## src/rtl/tree_input_packer.sv

```systemverilog
// tree_input_packer: gathers a byte-serial sample stream into one NUM-lane
// parallel word for the multiplier tree. The word is presented as a one-cycle
// pulse on din_tvalid. Lanes with no sample hold PAD_VALUE, the tree's 1.0, so
// the tree product of a short frame is not changed by the empty lanes.
//
// Handshake: a sample is transferred on a clock edge where s_tvalid and s_tready
// are both high (a "beat"). s_tlast only has meaning on a beat. s_tready is
// registered. It rises on the first edge after reset release and then stays
// high, because the tree takes one word per cycle and never stalls this block.
// The downstream side has no ready signal. din_tvalid is a pulse that is only
// valid for that one cycle. din holds its last value between pulses and must
// be qualified with din_tvalid.
module tree_input_packer #(
  parameter int                    NUM        = 8,
  parameter int                    DATA_WIDTH = 8,
  parameter logic [DATA_WIDTH-1:0] PAD_VALUE  = 8'h80
) (
  input  logic                      clk,
  input  logic                      rst_n,
  input  logic [DATA_WIDTH-1:0]     s_tdata,
  input  logic                      s_tvalid,
  input  logic                      s_tlast,
  output logic                      s_tready,
  input  logic                      flush,
  output logic [NUM*DATA_WIDTH-1:0] din,
  output logic [NUM-1:0]            din_tvalid,
  output logic                      pkt_last,
  output logic                      pkt_short,
  output logic [15:0]               pkt_count
);

  localparam int CW = $clog2(NUM);
  localparam int W  = NUM * DATA_WIDTH;
  localparam logic [W-1:0]  PAD_WORD = {NUM{PAD_VALUE}};
  localparam logic [CW-1:0] LAST_LANE = CW'(NUM - 1);

  logic [CW-1:0] lane_cnt;
  logic [W-1:0]  coll_buf;
  logic [W-1:0]  next_buf;
  logic          beat;
  logic          fill_last;
  logic          emit;

  // Beat and emit decode. The packet is short unless this beat fills the top lane.
  always_comb begin
    beat      = s_tvalid & s_tready;
    fill_last = beat & (lane_cnt == LAST_LANE);
    emit      = fill_last | (beat & s_tlast) | (flush & ((lane_cnt != '0) | beat));
  end

  // Buffer contents including the current beat. An emit captures the word from here.
  always_comb begin
    next_buf = coll_buf;
    if (beat) begin
      next_buf[int'(lane_cnt)*DATA_WIDTH +: DATA_WIDTH] = s_tdata;
    end
  end

  // Ready register. It goes high on the first edge after reset and never drops.
  always_ff @(posedge clk or negedge rst_n) begin
    if (!rst_n) begin
      s_tready <= 1'b0;
    end else begin
      s_tready <= 1'b1;
    end
  end

  // Collect buffer and lane counter. Both go back to pad/zero on the edge that emits.
  always_ff @(posedge clk or negedge rst_n) begin
    if (!rst_n) begin
      coll_buf <= PAD_WORD;
      lane_cnt <= '0;
    end else if (emit) begin
      coll_buf <= PAD_WORD;
      lane_cnt <= '0;
    end else if (beat) begin
      coll_buf <= next_buf;
      lane_cnt <= lane_cnt + CW'(1);
    end
  end

  // Output word, one-cycle valid pulse, packet flags and the wrapping packet counter.
  always_ff @(posedge clk or negedge rst_n) begin
    if (!rst_n) begin
      din        <= '0;
      din_tvalid <= '0;
      pkt_last   <= 1'b0;
      pkt_short  <= 1'b0;
      pkt_count  <= '0;
    end else if (emit) begin
      din        <= next_buf;
      din_tvalid <= '1;
      pkt_last   <= beat & s_tlast;
      pkt_short  <= ~fill_last;
      pkt_count  <= pkt_count + 16'd1;
    end else begin
      din_tvalid <= '0;
    end
  end

endmodule
```

## config.mk

```make
export PLATFORM = sky130hd
export DESIGN_NAME = tree_input_packer
export DESIGN_NICKNAME = d
export VERILOG_FILES = /design/src/rtl/tree_input_packer.sv
export SDC_FILE = /design/constraint.sdc
export NUM_CORES = 1
export LEC_CHECK = 0
export ABC_AREA = 1
export CAP_MARGIN = 20
export CELL_PAD_IN_SITES_DETAIL_PLACEMENT = 1
export CELL_PAD_IN_SITES_GLOBAL_PLACEMENT = 2
export CORE_UTILIZATION = 32
export DETAILED_ROUTE_END_ITERATION = 16
export GPL_TIMING_DRIVEN = 0
export HOLD_SLACK_MARGIN = 0.1
export PLACE_DENSITY = 0.81
export SKIP_CTS_REPAIR_TIMING = 1
export SLEW_MARGIN = 20
export SYNTH_ARGS = -nofsm -noshare
export SYNTH_HDL_FRONTEND = slang
export SYNTH_SLANG_ARGS = --single-unit
```

## constraint.sdc

```tcl
create_clock -name clk -period 3.2 [get_ports clk]
set_clock_uncertainty 0.15 [all_clocks]
set_input_delay 0.32 -clock clk [delete_from_list [all_inputs] [get_ports clk]]
set_output_delay 0.32 -clock clk [all_outputs]
set_load 0.02 [all_outputs]
```

# Word-level counts from Yosys, hierarchy flattened
# Index checks and enable logic that the tools add are counted.
[word_totals]
regBits = 158
inputBits = 13
output_inout_bits = 91
word_cells = 31
[classes]
add_sub_neg = 3
eq_ne = 1
n_shift = 2
mux = 7
n_bitwise = 8
n_reduce_logical = 2
[ops]
columns = ["op", "n"]
rows = [
  ["$mux W64", 3],
  ["$bwmux W64", 1],
  ["$shift A8 B33 Y64 const A", 1],
  ["$shiftx A8 B33 Y64", 1],
  ["$neg A6 Y33", 1],
  ["$add A16 B1 Y16 const B", 1],
  ["$mux W8", 1],
  ["$mux W3", 2],
  ["$and A1 B1 Y1", 4],
  ["$add A3 B1 Y3 const B", 1],
  ["$eq A3 B3 Y1 const B", 1],
  ["$or A1 B1 Y1", 3],
  ["$reduce_bool A3 Y1", 1],
  ["$reduce_bool A2 Y1", 1],
  ["$not A1 Y1", 1],
]

# Logic depth before layout (Yosys ltp)
[logic_depth]
ltp_word = 6
mapped_depth = 13
ltp_nobuf = 11

# Worst setup path after synthesis
# OpenSTA, ideal clock, no wires.
[synth_timing]
kind = "register to register"
start = "register lane_cnt[0]"
end = "register din[26]"
setup_ns = 0.124
arrival_time_ns = 2.097
required_time_ns = 2.926
setup_slack_ns = 0.830
stages_incl_launch_ff = 12
n_path_buf = 3
period_less_slack_ns = 2.370
cell_sequence = "dfrtp_1 > inv_2 > buf_2 > ha_1 > ha_1 > inv_1 > nor2_2 > buf_4 > nand3_4 > buf_2 > o211ai_1 > nand2_1"
[synth_via]
elab_chain_cells = 4
elab_cells_between_ends = 12
classes_between = "1 x add/sub; 1 x eq/ne; 2 x shift; 2 x mux; 5 x bitwise; 1 x reduce/logical"
[synth_rtl]
columns = ["element", "line_no", "rtl"]
rows = [
  ["from (decl)", "37", "logic [CW-1:0] lane_cnt;"],
  ["from (signal assigned)", "78", "lane_cnt <= lane_cnt + CW'(1);"],
  ["$neg A6 Y33 (tied with other cells)", "55", "next_buf[int'(lane_cnt)*DATA_WIDTH +: DATA_WIDTH] = s_tdata;"],
  ["$shiftx A8 B33 Y64 (tied with other cells)", "55", ""],
  ["$bwmux W64 (tied with other cells)", "55", ""],
  ["$mux W64 or $or A1 B1 Y1 (tied branches)", "54, 48", ""],
  ["to (signal assigned)", "91", "din <= next_buf;"],
  ["to (decl)", "25", "output logic [NUM*DATA_WIDTH-1:0] din,"],
]
# Several ways; a longest one is shown, not always the timed one.
# A chain may end at the register's enable or synchronous reset.

# Worst setup path after layout
[layout_timing]
start = "register lane_cnt[0]"
end = "register din[30]"
# Same word-level chain as after synthesis.

==> impl_metrics.py <==
metrics = {
    "timing": {
        "slew_violations": 0,
        "min_period_ps": 2920,
        "max_freq_mhz": 343,
        "tns_ps": 0,
        "rsz0062_at_grt": "false",
        "setup_viol": 0,
        "fin_crit_sh": 0.911,
        "max-slew-margin-rel": 0.550,
        "hold_viol": 0,
        "setup_ws_ps": 285,
        "worstMarginPinSlew_ps": 672,
    },
    "worst_setup_path": {
        "start_kind": "register",
        "critPathRequiredTime_ps": 3360,
        "cp_max_fo": 11,
        "critical_path_class": "reg -> reg",
        "reg2reg_slack_ps": 280,
        "worstPathArrival_ps": 3070,
        "end_kind": "register",
    },
    "synth": {
        "synth_top_area_share": 0.509,
        "synth_fp_nets": 884,
        "synth_cells": 863,
        "netlist_area_um2": 7040,
        "synthTopCellsByArea": "dfrtp_1 (51%), nand2_1 (15%), inv_1 (5.2%), nor2_1 (5.1%), nand3_1 (3.4%)",
        "seq_area_frac_synth": 0.538,
        "ys_warn_count": 0,
        "ys_types": 28,
        "syn_area_per_cell_um2": 8.15,
        "ys_ff_latch": 151,
        "synth_top_cell_by_area": "dfrtp_1",
    },
    "route": {
        "vias_per_cell": 4.68,
        "ant_nets": 0,
        "post_drt_wl_per_cell_um": 16.5,
        "num_vias": 5971,
        "drc": 0,
        "wirelength_um": 21100,
        "dr.pass1.iters": 4,
        "drtIter0Drc": 257,
    },
    "pwr": {
        "power_density_nw_per_um2": 649,
        "vdd.ir_drop.worst_uv": 280,
        "p_leak_nw": 4.53,
    },
    "global_routing": {
        "antenna_found_initial": 0,
        "grt_pass1_wl_um": 33900,
        "grt_pass1_vias": 6143,
        "grtUsageTotal": 0.203,
        "grt-ovfl-total": 0,
        "grt_max_degree": 55,
    },
    "cts": {
        "cts-root-buf": "clkbuf_16",
        "htree_levels": 4,
        "cts.sinks": 151,
        "cts_buffers": 17,
        "clock_latency_ps": 430,
        "path_clk_slew_ps": 60,
        "cts_tree": "done",
        "clockBufferDepth": 2,
    },
    "placement": {
        "dp_slack_ps": 317,
        "hpwl_um": 15300,
        "place_congestion": 0.824,
        "io_buffer_count": 103,
        "placedInstanceArea_um2": 8470,
    },
    "layout": {
        "diodes": 0,
        "drive_gt1_frac": 0.102,
        "final_cell_area_um2": 9080,
        "nets": 1009,
        "syn2layout_area_growth_pct": 29.1,
        "fill_cells": 2539,
    },
    "run_status": {
        "status": "completed",
    },
    "die": {
        "die_w_um": 150,
        "die_area_um2": 22600,
        "initial_core_util": 0.331,
        "row_count": 53,
        "die_h_um": 150,
        "io_pins": 104,
        "core_um2": 21300,
    },
    "flow_run": {
        "drv_cap": 0,
    },
    "hold_path": {
        "holdCritPathClass": "in -> async",
    },
}
-- routing by layer --
metal	track usage	routed length, µm	up-vias
met3	0.0345	555	14
li1	-	-	2917
met1	0.273	9990	2952
met4	0.0581	189	0
met2	0.334	10300	88
met5	0	0	-
-- report_power, final --
group	total [W]	switching, W	internal, W
combinational	0.00156	0.000982	0.000576
clock	0.00207	0.000790	0.00128
sequential	0.00227	0.000152	0.00212
total	0.00590	0.00192	0.00397
-- through the flow --
step | utilization | hold WS (ps) | cells | power, W
floorplan | - | -126 | 863 | 0.00316
global placement | 0.395 | 316 | 1241 | 0.00384
detailed placement | 0.398 | 98.4 | 1243 | 0.00387
CTS | 0.426 | -362 | 1274 | 0.00597
global route | 0.427 | 249 | 1275 | 0.00621
finish | 0.427 | 229 | 1275 | 0.00590
-- layout by cell type, fill, tap and decap left out, types with 2 or more instances in the layout --
master / synthesis / routed
buf_16: 0 / 2
o211ai_1: 20 / 20
buf_4: 15 / 15
ha_1: 8 / 8
nor2_4: 3 / 3
clkbuf_16: 0 / 17
bufinv_16: 0 / 3
buf_2: 26 / 26
o21ai_0: 45 / 45
clkbuf_1: 2 / 5
clkinv_2: 0 / 3
inv_2: 6 / 6
nand2_2: 4 / 4
nand3_2: 3 / 3
dfstp_2: 8 / 8
nor3_2: 3 / 3
a21oi_1: 9 / 9
o21bai_1: 12 / 12
xor2_1: 4 / 4
nor2_1: 96 / 96
nand2_1: 277 / 277
xnor2_1: 4 / 4
nor3_1: 11 / 11
nand3_1: 48 / 48
inv_1: 98 / 98
dfrtp_1: 143 / 143
clkbuf_8: 0 / 3
nand4_1: 3 / 3
clkdlybuf4s50_1: 0 / 102
o21ai_1: 11 / 11
-- synthesized netlist by cell type --
master	count
o21ai_0	45
inv_1	98
inv_2	6
xor2_1	4
nor2_2	1
clkbuf_1	2
nand4_1	3
buf_4	15
nand3_2	3
nand3_1	48
dfstp_2	8
xnor2_1	4
o211ai_1	20
buf_2	26
a21oi_1	9
nand3_4	1
dfrtp_1	143
o21bai_1	12
nand2_2	4
nand2_4	1
nor2_1	96
ha_1	8
nor3_2	3
o21ai_1	11
conb_1	1
nor2_4	3
nand2_1	277
nor3_1	11
-- cells by family (layout without fill, tap and decap cells) --
| group | Yosys count | count (layout) | synth area share |
|---|---|---|---|
| xor gates and xnor gates | 8 | 8 | 0.00996 |
| buffers and inverters | 147 | 284 | 0.0910 |
| other | 1 | 1 | 0.000533 |
| and+or+nand+nor | 451 | 451 | 0.265 |
| DFF | 151 | 151 | 0.538 |
| adders and majority gates | 8 | 8 | 0.0142 |
| AOI/OAI and AO/OA | 97 | 97 | 0.0804 |
-- state kept, by name, summed over array words and instances, names as in the netlist --
register,flops
coll_buf,64
din,64
din_tvalid,1
lane_cnt,3
pkt_count,16
pkt_last,1
pkt_short,1
s_tready,1
-- final timing paths --
path | startpoint | cells after the start | to
max in group asynchronous | rst_n | 4 | coll_buf[47]
setup / recovery | lane_cnt[0] | 11 | din[30]
setup reg to reg | lane_cnt[0] | 11 | din[30]
hold reg to reg | din[61] | 2 | din[61]
hold / removal | rst_n | 2 | din[6]
min in group clk | din[61] | 2 | din[61]
-- critical path, cell delays in order (launching register included) --
cell	delay [ps]
dfrtp_1	500
inv_2	160
buf_2	240
ha_1	250
ha_1	340
inv_1	100
nor2_2	150
buf_4	210
nand3_4	130
buf_2	220
o211ai_1	250
nand2_1	90
-- final cells by class --
class	instances	area, µm²	area share
repair buffers	106	1100	0.121
multi-input cells	565	2610	0.287
flip-flops and latches	151	3790	0.417
plain buffers	43	250	0.0276
clock inverters	8	121	0.0134
clock buffers	23	478	0.0526
inverters	104	390	0.0430
well taps	275	344	0.0379
Power figures use the tool's default switching activity.
